===== src/rtl/fetch_pkg.sv =====
// rtl/fetch_pkg.sv - shared state encoding and constants for the instruction fetch stage
package fetch_pkg;

  typedef enum logic [1:0] {
    S_FETCH = 2'd0,
    S_FULL  = 2'd1,
    S_DRAIN = 2'd2,
    S_FAULT = 2'd3
  } fetch_state_t;

  localparam logic [31:0] RESET_PC_DEFAULT = 32'h8002_0000;
  localparam logic [31:0] PC_INCR          = 32'd4;

endpackage


===== src/rtl/fetch_insn_buf.sv =====
// rtl/fetch_insn_buf.sv - output slot plus one-entry skid holding fetched instructions for decode
module fetch_insn_buf (
  input  logic        clock,
  input  logic        reset,
  input  logic        push,
  input  logic [31:0] push_insn,
  input  logic [31:0] push_pc,
  input  logic        flush,
  input  logic        stall,
  output logic [31:0] insn,
  output logic [31:0] pc,
  output logic        valid,
  output logic        full
);

  logic [31:0] skid_insn;
  logic [31:0] skid_pc;
  logic        skid_valid;
  logic        slot_free;

  assign slot_free = !valid || !stall;
  assign full      = skid_valid;

  always_ff @(posedge clock) begin
    if (reset) begin
      insn       <= '0;
      pc         <= '0;
      valid      <= 1'b0;
      skid_insn  <= '0;
      skid_pc    <= '0;
      skid_valid <= 1'b0;
    end else if (flush) begin
      valid      <= 1'b0;
      skid_valid <= 1'b0;
    end else if (skid_valid && slot_free) begin
      // Older skid entry advances first; a same-edge arrival refills the skid.
      insn       <= skid_insn;
      pc         <= skid_pc;
      valid      <= 1'b1;
      skid_valid <= push;
      if (push) begin
        skid_insn <= push_insn;
        skid_pc   <= push_pc;
      end
    end else if (slot_free) begin
      valid <= push;
      if (push) begin
        insn <= push_insn;
        pc   <= push_pc;
      end
    end else if (push) begin
      skid_insn  <= push_insn;
      skid_pc    <= push_pc;
      skid_valid <= 1'b1;
    end
  end

endmodule


===== src/rtl/fetch_unit.sv =====
// rtl/fetch_unit.sv - fetch PC, one-at-a-time imem requests and redirect handling; FETCH_ALIGN_CHECK_EN enables the misaligned-target fault
module fetch_unit
  import fetch_pkg::*;
#(
  parameter logic [31:0] RESET_PC = RESET_PC_DEFAULT
) (
  input  logic        clock,
  input  logic        reset,
  input  logic        stall_in,
  input  logic        redirect_valid,
  input  logic [31:0] redirect_pc,
  output logic        imem_req,
  output logic [31:0] imem_addr,
  input  logic [31:0] imem_rdata,
  input  logic        imem_rvalid,
  output logic [31:0] insn_out,
  output logic [31:0] pc_out,
  output logic        insn_valid,
  output logic        fetch_fault
);

  fetch_state_t state, state_next;
  logic [31:0]  fetch_pc, fetch_pc_next;
  logic [31:0]  redir_pc, redir_pc_next;
  logic         take;
  logic [31:0]  tgt;
  logic         push;
  logic         buf_full;

  assign push     = (state == S_FETCH) && imem_rvalid && !redirect_valid;
  assign imem_req = (state == S_FETCH) || (state == S_DRAIN);

`ifdef FETCH_ALIGN_CHECK_EN
  assign imem_addr   = fetch_pc;
  assign fetch_fault = (state == S_FAULT);
`else
  assign imem_addr   = {fetch_pc[31:2], 2'b00};
  assign fetch_fault = 1'b0;
`endif

  fetch_insn_buf u_buf (
    .clock     (clock),
    .reset     (reset),
    .push      (push),
    .push_insn (imem_rdata),
    .push_pc   (fetch_pc),
    .flush     (redirect_valid),
    .stall     (stall_in),
    .insn      (insn_out),
    .pc        (pc_out),
    .valid     (insn_valid),
    .full      (buf_full)
  );

  always_ff @(posedge clock) begin
    if (reset) begin
      state    <= S_FETCH;
      fetch_pc <= RESET_PC;
      redir_pc <= RESET_PC;
    end else begin
      state    <= state_next;
      fetch_pc <= fetch_pc_next;
      redir_pc <= redir_pc_next;
    end
  end

  always_comb begin
    state_next    = state;
    fetch_pc_next = fetch_pc;
    redir_pc_next = redir_pc;
    take          = 1'b0;
    tgt           = redirect_pc;
    case (state)
      S_FETCH: begin
        if (redirect_valid) begin
          if (imem_rvalid) begin
            take = 1'b1;
          end else begin
            redir_pc_next = redirect_pc;
            state_next    = S_DRAIN;
          end
        end else if (imem_rvalid) begin
          fetch_pc_next = fetch_pc + PC_INCR;
          if (buf_full || (insn_valid && stall_in)) state_next = S_FULL;
        end
      end
      S_FULL: begin
        if (redirect_valid) take = 1'b1;
        else if (!stall_in) state_next = S_FETCH;
      end
      S_DRAIN: begin
        // A redirect landing on the drained response completes the drain at once.
        if (redirect_valid) begin
          if (imem_rvalid) take = 1'b1;
          else redir_pc_next = redirect_pc;
        end else if (imem_rvalid) begin
          take = 1'b1;
          tgt  = redir_pc;
        end
      end
`ifdef FETCH_ALIGN_CHECK_EN
      S_FAULT: begin
        if (redirect_valid) take = 1'b1;
      end
`endif
      default: state_next = S_FETCH;
    endcase
    if (take) begin
      fetch_pc_next = tgt;
`ifdef FETCH_ALIGN_CHECK_EN
      state_next = (tgt[1:0] != 2'b00) ? S_FAULT : S_FETCH;
`else
      state_next = S_FETCH;
`endif
    end
  end

endmodule


===== config.mk =====
export PLATFORM = sky130hd
export DESIGN_NAME = fetch_unit
export DESIGN_NICKNAME = d
export VERILOG_FILES = /design/src/rtl/fetch_pkg.sv /design/src/rtl/fetch_insn_buf.sv /design/src/rtl/fetch_unit.sv
export SDC_FILE = /design/constraint.sdc
export NUM_CORES = 1
export LEC_CHECK = 0
export BUFFER_PORTS_ARGS = -buffer_cell sky130_fd_sc_hd__buf_2
export CAP_MARGIN = 20
export CORE_MARGIN = 2
export CORE_UTILIZATION = 30
export CTS_CLUSTER_SIZE = 30
export DETAILED_ROUTE_END_ITERATION = 7
export PLACE_DENSITY = 0.46
export SETUP_SLACK_MARGIN = 0.02
export SYNTH_ARGS = -nofsm -noshare
export SYNTH_HDL_FRONTEND = slang
export SYNTH_SLANG_ARGS = --single-unit

===== constraint.sdc =====
create_clock -name clock -period 2.81 [get_ports clock]
set_clock_uncertainty 0.15 [all_clocks]
set_input_delay 0.562 -clock clock [delete_from_list [all_inputs] [get_ports clock]]
set_output_delay 0.562 -clock clock [all_outputs]
set_load 0.03 [all_outputs]

# Word level (Yosys, flattened, before mapping)
# Cells that the tools add are included.
# totals
regBits	196
inputBits	69
output_inout_bits	99
word_cells	80
# classes
add_sub_neg	1
n_eq_ne	9
mux	35
bitwise_logic	2
n_reduce_logical	24
# op_table
operator	count
32-bit two-way mux	19
32-bit by 3-bit adder with 32-bit output, second input constant	1
2-bit two-way mux	6
1-bit two-way mux	8
2-bit nonzero test	4
2-bit != test, second input constant	3
3-bit != test, second input constant	2
2-bit one-hot mux with 3 select lines	1
2-bit AND reduction	3
3-bit AND reduction	2
6-bit AND reduction	1
2-bit OR reduction	3
1-bit logical AND	4
1-bit zero test	3
1-bit logical OR	3
3-bit by 2-bit != test with 1-bit output, second input constant	1
1-bit one-hot mux with 3 select lines	1
2-bit by 1-bit equality test with 1-bit output, second input constant	1
2-bit equality test, second input constant	1
2-bit zero test	1
2-bit by 1-bit != test with 1-bit output, second input constant	1
1-bit NOT	2

# Logic depth before layout (Yosys ltp)
# Gate-level depths: netlist (run 1).
# depth
word_depth	6
mapped_depth	8

# By module
# From an unflattened synthesis (run 1), not the netlist that was laid out.
# unflattened
hier_cells	1154
area_unflattened_um2	10055.9
# modules_own_cells
mod	instances	cells_each	area_per_inst_um2
fetch_insn_buf	1	651	6185.9
fetch_unit	1	503	3870.0

# Least setup slack after synthesis (run 1)
# Ideal clock, no wire load.
# synth_path
path_type	register -> register
from	register fetch_pc[2]
to	register fetch_pc[24]
arrival_ns	1.927
required_time_ns	2.602
slack_ns	0.675
path_stages_with_launch	8
synth_period_minus_slack_ns	2.135
path_cell_list	dfxtp_1 > ha_1 > and3_1 > buf_2 > nand3_1 > or4_1 > a21oi_1 > o221a_2
# synth_via
elab_chain_len	5
# synth_lines
element	line	text
from (decl)	fetch_unit.sv:23	logic [31:0] fetch_pc, fetch_pc_next;
from (signal assigned)	fetch_unit.sv:62	fetch_pc <= fetch_pc_next;
32-bit by 3-bit adder with 32-bit output	fetch_unit.sv:83	fetch_pc_next = fetch_pc + PC_INCR;
32-bit two-way mux	fetch_unit.sv:82	end else if (imem_rvalid) begin
32-bit two-way mux	fetch_unit.sv:75	if (redirect_valid) begin
32-bit two-way mux	fetch_unit.sv:73	case (state)
32-bit two-way mux	fetch_unit.sv:108	if (take) begin
# Every way passes these cells. The select of a mux whose other input is x is not followed.
# A chain may end at the register's enable or synchronous reset.

# Worst setup path in the final report (run 1)
# layout_path
from	register fetch_pc[2]
to	register fetch_pc[30]
# The elaborated chain is that of the path after synthesis.

==> results.py, run 1 <==
metrics = {
    "floorplanning": {
        "initial_core_util_pct": 30.7,
        "ios": 168,
        "core_area_sq_um": 29900,
        "die-area_sq_um": 32000,
        "dieWidth_um": 179,
        "die_y_um": 179,
        "rows": 63,
    },
    "routing": {
        "via_count": 8115,
        "drt_iter0_drc": 513,
        "wirelength_um": 27800,
        "routedWlPerCell_um": 17.0,
        "firstDrtPassIters": 4,
        "via_per_inst": 4.97,
        "ant_nets": 0,
        "drc": 0,
    },
    "worst_setup_path": {
        "cp_data_arrival_time_ns": 2.50,
        "required_ns": 3.00,
        "critPathLaunchType": "flip-flop",
        "path_class": "flip-flop to flip-flop",
        "crit_path_end_kind": "flip-flop",
        "path_max_fanout": 9,
    },
    "sta": {
        "hold_viol_final": 0,
        "worstMarginPinSlew_ns": 0.659,
        "max_freq_mhz": 433,
        "slew_violations": 0,
        "fin_crit_ns": 2.31,
        "finalCritPeriodShare_pct": 82.1,
        "rsz0062_at_grt": "false",
        "setup_violations": 0,
        "max_slew_margin_pct": 56.0,
        "fin_setup_tns_ns": 0,
    },
    "global_route": {
        "grt_usage_pct": 17.3,
        "grt_pass1_vias": 7428,
        "grt_overflow": 0,
        "antenna_found_initial": 0,
        "grt_pass1_wl_um": 43200,
        "grt_max_degree": 65,
    },
    "clocking": {
        "cts_setup_buffers": 0,
        "cts_resized": 0,
        "cts_root_buffer": "clkbuf_16",
        "numCtsBuffers": 17,
        "htree_num_levels": 4,
        "clkTransAtPathRegs_ns": 0.08,
        "cts_hold_buf": 0,
        "cts_tree": "built",
        "clock_latency_ns": 0.45,
        "cts_sinks": 196,
        "cts.path.max_buffers": 2,
    },
    "finish": {
        "post-route-util_pct": 36.5,
        "nFillCells": 3151,
        "regArea_sq_um": 3920,
        "syn2layout_area_growth_pct": 18.9,
        "final_nets": 1300,
        "mostFrequentLayoutCell": "nand2_1",
        "mostFrequentLayoutCells": "nand2_1, dfxtp_1, buf_2, a21oi_1, nor2_1",
        "multi_input_area_sq_um": 4550,
        "antennaDiodeCount": 0,
        "instances_no_fill": 1633,
        "drive_above_1_share_pct": 21.4,
    },
    "logic_synthesis": {
        "synth_seq_cells": 196,
        "syn_avg_cell_area_sq_um": 8.11,
        "yosysWarnings": 0,
        "ys.flop_type": "dfxtp_1",
        "synth-edff-count": 0,
        "async_flop_share_pct": 0,
        "synth_top_cell_area_share_pct": 42.8,
        "syn_inst": 1130,
        "synth_simple_gate_area_share_pct": 19.0,
        "netlist_area_sq_um": 9160,
        "synthMuxAreaShare_pct": 9.24,
        "synth.distinct_cells": 65,
        "synth_top_family_by_area": "compound AO/OA/AOI/OAI gates",
        "yosys.area_share.xor_xnor_pct": 0.191,
        "synth_fa_ha_area_share_pct": 0.137,
        "synth-compound-area-share_pct": 20.7,
        "yosysTopAreaCell": "dfxtp_1",
        "synth_top_cells_by_area": "dfxtp_1, nand2_1, mux2i_1, a21oi_1, a211oi_1",
        "yosysSeqAreaShare_pct": 42.8,
    },
    "outcome": {
        "status": "completed",
    },
    "min_path": {
        "hp-class": "primary input to flip-flop",
    },
    "placed_design": {
        "routabilityCongestion": 0.817,
        "port_buffers": 164,
        "hpwl_um": 19300,
        "placed_cells": 1601,
    },
    "pwr": {
        "peakVddDrop_mv": 0.383,
        "p_per_area_nw_per_um2": 585,
        "p_leak_nw": 4.02,
    },
    "flow_run": {
        "drv_cap": 0,
    },
}
-- worst max-delay path: stages, from the launching register on --
cell and delay (ns):
dfxtp_1 0.34, ha_1 0.18, and3_1 0.29, nand3_1 0.33, nor4_2 0.58, nand4_1 0.15, and3_1 0.19
-- where the power goes --
group          switching (W)  internal (W)  total (W)
Clock                0.00133       0.00123    0.00256
Sequential          0.000103       0.00288    0.00299
Combinational       0.000550      0.000280   0.000829
-- per-layer routing --
metal  share of wire, %  vias to the layer above  GRT usage (%)
met4                1.1                        0           4.34
met1                 50                     3755           25.0
met5                  0                        -              0
met2                 44                      198           26.5
met3                4.8                       17           3.20
li1                   -                     4145              -
-- cell type report --
type | count | area share (%)
inverters | 14 | 0.482
flip-flops and latches | 196 | 36.0
multi-input cells | 792 | 41.8
clock buffers | 17 | 3.90
repair buffers | 209 | 11.5
clock inverters | 15 | 1.85
well taps | 390 | 4.48
-- path summary, 6_finish.rpt --
check | startpoint | endpoint | slack (ns) | depth (start not counted)
max | fetch_pc[2] | fetch_pc[30] | 0.50 | 6
min | redirect_pc[17] | redir_pc[17] | 0.20 | 3
max reg2reg | fetch_pc[2] | fetch_pc[30] | 0.50 | 6
min reg2reg | redir_pc[18] | redir_pc[18] | 0.31 | 2
-- sequential cells by signal, summed over array words and instances (netlist names) --
register,cells
redir_pc,32
u_buf.valid,1
u_buf.pc,32
fetch_pc,32
u_buf.full,1
u_buf.skid_insn,32
state,2
u_buf.insn,32
u_buf.skid_pc,32
-- metrics by stage --
stage	area, sq um	worst slack [ns]	hold WS, ns	power [W]
after floorplan	9170	0.675	0.284	0.00360
after global placement	10300	0.420	0.289	0.00388
after detailed placement	10300	0.377	0.296	0.00389
after CTS	10900	0.516	0.177	0.00648
after global routing	10900	0.317	0.191	0.00666
final	10900	0.503	0.196	0.00637
-- synthesized netlist by cell type (4+ instances only) --
cell      instances
nand2_1         228
dfxtp_1         196
a21oi_1         126
nor2_1           85
mux2i_1          79
a211oi_1         71
clkbuf_1         51
buf_2            43
o21ai_0          43
buf_4            35
nand3_1          17
inv_1            13
a22oi_1          11
a31oi_1           9
nor3_1            9
nand4_1           8
and3_1            7
and2_1            6
nor4_1            6
a22o_1            5
and4_1            5
mux2_2            5
o31ai_1           5
a311oi_1          4
o211ai_1          4
-- cell families (layout without fill, tap and decap cells) --
kind of cell	after synthesis	after routing
xor+xnor	2	2
flops	196	196
buf+inv	144	255
fa+ha+maj	1	1
compound gates	305	305
other cells	1	3
mux	84	84
simple gates	397	397
No activity file was read; power rests on OpenSTA's default activity.
==> inputs of run 2 (changes only) <==
--- a/config.mk
+++ b/config.mk
@@ -11,7 +11,7 @@
 export CORE_UTILIZATION = 30
 export CTS_CLUSTER_SIZE = 30
 export DETAILED_ROUTE_END_ITERATION = 7
-export PLACE_DENSITY = 0.46
+export PLACE_DENSITY = 0.48
 export SETUP_SLACK_MARGIN = 0.02
 export SYNTH_ARGS = -nofsm -noshare
 export SYNTH_HDL_FRONTEND = slang
==> constraint.sdc (replaced) <==
create_clock -name clock -period 2 [get_ports clock]
set_clock_uncertainty 0.15 [all_clocks]
set_input_delay 0.4 -clock clock [delete_from_list [all_inputs] [get_ports clock]]
set_output_delay 0.4 -clock clock [all_outputs]
set_load 0.03 [all_outputs]
==> run 2 against run 1 <==
Clock-buffer cell count up 3. Die area unchanged. Sequential power up 39%. Sequential share of layout area decreased by 3.7 points. Critical path depth stayed put. Maximum frequency up 17%. Global-route usage grew 0.38 points. Design area up 12%. Largest cell class unchanged. Largest power group unchanged.
==> results.py, run 2 (synthesis results as in run 1) <==
metrics = {
    "outcome": {
        "status": "completed",
    },
    "pwr": {
        "peakVddDrop_mv": 0.592,
        "p_leak_nw": 4.68,
        "p_per_area_nw_per_um2": 748,
        "power_w": 0.00910,
    },
    "routing": {
        "ant_nets": 0,
        "firstDrtPassIters": 5,
        "wirelength_um": 29700,
        "routedWlPerCell_um": 17.1,
        "drt_iter0_drc": 429,
        "via_count": 8579,
        "drc": 0,
        "via_per_inst": 4.96,
    },
    "floorplanning": {
        "die-area_sq_um": 32000,
        "rows": 63,
        "dieWidth_um": 179,
        "core_area_sq_um": 29900,
        "die_y_um": 179,
        "ios": 168,
        "initial_core_util_pct": 30.7,
    },
    "clocking": {
        "cts_sinks": 196,
        "htree_num_levels": 4,
        "clkTransAtPathRegs_ns": 0.07,
        "cts_root_buffer": "clkbuf_16",
        "numCtsBuffers": 17,
        "cts_tree": "built",
        "clock_latency_ns": 0.43,
        "cts.path.max_buffers": 2,
    },
    "global_route": {
        "grt_overflow": 0,
        "grt_max_degree": 84,
        "antenna_found_initial": 0,
        "grt_usage_pct": 17.7,
        "grt_pass1_wl_um": 44000,
        "grt_pass1_vias": 7821,
    },
    "worst_setup_path": {
        "crit_path_end_kind": "flip-flop",
        "required_ns": 2.21,
        "critical-path-max-stage-delay_ns": 0.48,
        "worst-path-stages": 6,
        "timing.rr.end": "fetch_pc[21]",
        "critPathLaunchType": "flip-flop",
        "rrSetupSlack_ns": 0.03,
        "cp_slowest_cell": "or4_4",
        "path_max_fanout": 4,
        "crit_family": "simple AND/OR/NAND/NOR gates",
        "path_class": "flip-flop to flip-flop",
        "reg2reg_depth": 6,
        "cp_data_arrival_time_ns": 2.17,
        "crit_chain": "buf_6 > and4_4 > nand4_4 > or3_4 > or4_4 > o211ai_1",
        "critPathBufInv": 1,
        "r2r-start": "fetch_pc[3]",
    },
    "finish": {
        "drive_above_1_share_pct": 30.4,
        "final_nets": 1397,
        "regArea_sq_um": 3940,
        "mostFrequentLayoutCell": "nand2_1",
        "post-route-util_pct": 40.7,
        "mostFrequentLayoutCells": "nand2_1, dfxtp_1, buf_2, a21oi_1, buf_4",
        "syn2layout_area_growth_pct": 32.8,
        "multi_input_area_sq_um": 4730,
        "antennaDiodeCount": 0,
        "fin_area_sq_um": 12200,
        "nFillCells": 3090,
    },
    "sta": {
        "slew_violations": 0,
        "finalCritPeriodShare_pct": 98.4,
        "max_freq_mhz": 508,
        "setup_violations": 0,
        "setup_ws_ns": 0.0321,
        "rsz0062_at_grt": "true",
        "fin_setup_tns_ns": 0,
        "hold_viol_final": 0,
        "fin_crit_ns": 1.97,
    },
    "placed_design": {
        "port_buffers": 164,
        "hpwl_um": 19800,
        "routabilityCongestion": 0.850,
        "dp_slack_ns": -0.118,
        "dpl_cell_area_sq_um": 10900,
    },
    "min_path": {
        "hp-class": "primary input to flip-flop",
        "min_path_cells": 2,
        "worstHoldEndpoint": "redir_pc[24]",
        "hp-start": "reset",
    },
    "flow_run": {
        "drv_cap": 0,
    },
}
[run 2: cell count changes in the layout (fill, tap and decap cells not counted), sizes merged]
cell / previous run / this run
clkinv: 10 / 3
inv: 19 / 20
clkbuf: 17 / 29
bufinv: 0 / 1
buf: 209 / 297
clkinvlp: 0 / 2
[run 2: area by class of cell]
cell class,count,area share [%]
multi-input cells,792,38.9
flip-flops and latches,196,32.4
repair buffers,306,19.4
well taps,390,4.01
clock buffers,20,3.75
clock inverters,12,1.12
inverters,14,0.432
[run 2: per-stage QoR]
| stage | hold slack (ns) | cells |
|---|---|---|
| 6_report | 0.0474 | 1730 |
| 5_1_grt | 0.0205 | 1730 |
| 4_1_cts | 0.00861 | 1702 |
| 3_5_place_dp | 0.296 | 1669 |
| 3_3_place_gp | 0.291 | 1669 |
| 2_1_floorplan | 0.284 | 1132 |
[run 2: how the worst max path moves through the flow]
| stage | from | slack, ns | end |
|---|---|---|---|
| final | fetch_pc[3] | 0.03 | fetch_pc[21] |
| after global routing | state[0] | -0.05 | u_buf.insn[18] |
| after CTS | fetch_pc[2] | -0.01 | fetch_pc[21] |
| after detailed placement | fetch_pc[2] | -0.12 | fetch_pc[22] |
| after global placement | fetch_pc[2] | -0.08 | fetch_pc[22] |
| after floorplan | fetch_pc[17] | 0.03 | fetch_pc[24] |
[run 2: repair_timing]
item | in CTS | in global routing
pin swaps | 2 | 33
setup buffers | 0 | 14
hold buffers | 0 | 0
setup endpoints to repair | 10 | 87
gates resized for setup | 17 | 53
cloned | 1 | 14
[run 2: where the power goes]
part	switching, W	internal, W	leakage (nW)	total [W]
clock	0.00166	0.00184	0.287	0.00351
sequential	0.000104	0.00405	1.60	0.00416
combinational	0.000878	0.000559	2.80	0.00144
[run 2: per-layer routing]
layer / vias up / track usage [%] / wire [um]
li1: 4325 / - / -
met4: 0 / 3.76 / 204
met1: 4030 / 25.7 / 14400
met3: 12 / 3.86 / 1550
met2: 212 / 26.8 / 13500
met5: - / 0 / 0
==> inputs of run 3 (changes only) <==
--- a/config.mk
+++ b/config.mk
@@ -5,6 +5,7 @@
 export SDC_FILE = /design/constraint.sdc
 export NUM_CORES = 1
 export LEC_CHECK = 0
+export ABC_AREA = 1
 export BUFFER_PORTS_ARGS = -buffer_cell sky130_fd_sc_hd__buf_2
 export CAP_MARGIN = 20
 export CORE_MARGIN = 2
==> run 3 against run 2 <==
Global-route usage increased by 0.88 points. Hold slack gained 0.016 ns. First-iteration DRC count is 67% higher. Clock power up 3%. Die area grew 1.7%. Design area shrank 6.1%. Largest cell class unchanged.
==> results.py, run 3 <==
metrics = {
    "clocking": {
        "cts_resized": 0,
        "cts_sinks": 196,
        "clock_latency_ns": 0.45,
        "cts_tree": "built",
        "cts_root_buffer": "clkbuf_16",
        "clkTransAtPathRegs_ns": 0.08,
        "htree_num_levels": 4,
        "cts.path.max_buffers": 2,
        "cts_hold_buf": 0,
        "numCtsBuffers": 17,
        "cts_setup_buffers": 0,
    },
    "placed_design": {
        "dpl_cell_area_sq_um": 10800,
        "placed_cells": 1862,
        "hpwl_um": 21600,
        "port_buffers": 164,
        "routabilityCongestion": 0.890,
    },
    "logic_synthesis": {
        "yosys.area_share.xor_xnor_pct": 0.845,
        "async_flop_share_pct": 0,
        "synth_top_cells_by_area": "dfxtp_1, nand2_1, o21ai_0, nor2_1, a31oi_1",
        "synth-compound-area-share_pct": 21.5,
        "synth_top_family_by_area": "simple AND/OR/NAND/NOR gates",
        "synth.most_common_cell": "nand2_1",
        "synth_simple_gate_area_share_pct": 26.0,
        "synthMuxAreaShare_pct": 0.215,
        "netlist_area_sq_um": 9330,
        "synthTopCellsByCount": "nand2_1, dfxtp_1, nor2_1, o21ai_0, nand3_1",
        "yosysSeqAreaShare_pct": 42.1,
        "ys.flop_type": "dfxtp_1",
        "synth.distinct_cells": 34,
        "yosysWarnings": 0,
        "synth_top_cell_area_share_pct": 42.1,
        "synth_seq_cells": 196,
        "syn_inst": 1348,
        "synth-edff-count": 0,
        "yosysTopAreaCell": "dfxtp_1",
        "synth_fa_ha_area_share_pct": 0.134,
        "syn_avg_cell_area_sq_um": 6.92,
    },
    "worst_setup_path": {
        "cp_slowest_cell": "dfxtp_1",
        "path_max_fanout": 6,
        "path_class": "flip-flop to primary output",
        "crit_path_end_kind": "primary output",
        "r2r-start": "fetch_pc[3]",
        "required_ns": 1.45,
        "crit_family": "flip-flops",
        "critical-path-max-stage-delay_ns": 0.49,
        "critPathLaunch": "fetch_pc[16]",
        "crit_chain": "buf_4 > buf_2",
        "critPathLaunchType": "flip-flop",
        "cp_data_arrival_time_ns": 1.35,
        "critPathBufInv": 2,
    },
    "routing": {
        "via_per_inst": 4.94,
        "via_count": 9359,
        "firstDrtPassIters": 6,
        "drt_iter0_drc": 718,
        "routedWlPerCell_um": 16.2,
        "wirelength_um": 30600,
        "ant_nets": 0,
        "drc": 0,
    },
    "floorplanning": {
        "core_area_sq_um": 30600,
        "die-area_sq_um": 32500,
        "ios": 168,
        "initial_core_util_pct": 30.5,
        "rows": 64,
        "dieWidth_um": 180,
        "die_y_um": 180,
    },
    "pwr": {
        "p_int_w": 0.00641,
        "switching_share_pct": 30.6,
        "netSwitchingPower_w": 0.00283,
        "p_per_area_nw_per_um2": 810,
        "peakVddDrop_mv": 0.544,
        "p_leak_nw": 4.85,
        "p_clk_share_pct": 39.3,
        "combPwrFrac_pct": 15.2,
        "pwr-share-seq_pct": 45.5,
    },
    "finish": {
        "post-route-util_pct": 37.3,
        "fin_area_sq_um": 11400,
        "mostFrequentLayoutCell": "nand2_1",
        "antennaDiodeCount": 0,
        "instances_no_fill": 1894,
        "final_nets": 1555,
        "mostFrequentLayoutCells": "nand2_1, dfxtp_1, nor2_1, buf_2, o21ai_0",
        "drive_above_1_share_pct": 20.5,
        "syn2layout_area_growth_pct": 22.5,
    },
    "flow_run": {
        "drv_cap": 0,
    },
    "sta": {
        "setup_violations": 0,
        "hold_viol_final": 0,
        "max_freq_mhz": 527,
        "rsz0062_at_grt": "true",
        "fin_setup_tns_ns": 0,
        "slew_violations": 0,
        "fin_crit_ns": 1.90,
        "finalCritPeriodShare_pct": 94.9,
    },
    "global_route": {
        "antenna_found_initial": 0,
        "grt_pass1_vias": 8501,
        "grt_usage_pct": 18.6,
        "grt_overflow": 0,
        "grt_max_degree": 75,
        "grt_pass1_wl_um": 48600,
    },
    "outcome": {
        "status": "completed",
    },
    "min_path": {
        "hp-class": "primary input to flip-flop",
        "hp-start": "reset",
    },
}
## run 3: changes by cell type in the layout (fill, tap and decap cells not counted), sizes merged, moves of 51 or more
cell    change
nand2      +57
a31oi      +79
nor2      +100
nand3      +81
buf        -51
a21oi      -66
mux2i      -77
o21ai     +162
a211oi     -71
## run 3: cell type report
cell class                      instances  area (sq um)
Clock buffer                           18           439
Clock inverter                         14           179
Fill cell                            3305         19200
Inverter                               48           183
Multi-Input combinational cell        976          4570
Sequential cell                       196          3930
Tap cell                              396           495
Timing Repair Buffer                  246          1620
## run 3: path summary, 6_finish.rpt
check	to	slack (ns)	depth (start not counted)
max	imem_addr[16]	0.10	2
min	fetch_pc[4]	0.06	2
min reg2reg	u_buf.pc[15]	0.33	2
max reg2reg	fetch_pc[22]	0.17	8
## run 3: power by group through the flow
stage	Combinational, W	Clock, W	Sequential [W]
2_1_floorplan	0.000757	0	0.00442
3_3_place_gp	0.00140	0	0.00430
3_5_place_dp	0.00140	0	0.00430
4_1_cts	0.00141	0.00375	0.00421
5_1_grt	0.00154	0.00389	0.00424
6_report	0.00140	0.00363	0.00421
## run 3: routing by layer
metal / vias up / wire length [um] / GRT usage (%) / share of wire, %
met3: 25 / 1520 / 3.31 / 5.0
li1: 4781 / - / - / -
met2: 262 / 13200 / 28.0 / 43
met1: 4291 / 15400 / 27.3 / 50
met4: 0 / 492 / 4.65 / 1.6
met5: - / 0 / 0 / 0
## run 3: kinds of logic after synthesis
family	after synthesis
and+or+nand+nor	591
xor gates and xnor gates	9
buffers and inverters	178
adders and majority gates	1
AOI/OAI and AO/OA	370
DFF	196
muxes	2
other	1
## run 3: stage by stage
step	hold slack [ns]	total power (W)	setup slack, ns
floorplan	0.292	0.00518	0.332
global placement	0.306	0.00570	0.0931
detailed placement	0.307	0.00571	0.0650
CTS	0.0463	0.00937	0.0713
global route	0.0410	0.00967	0.0188
finish	0.0633	0.00925	0.102
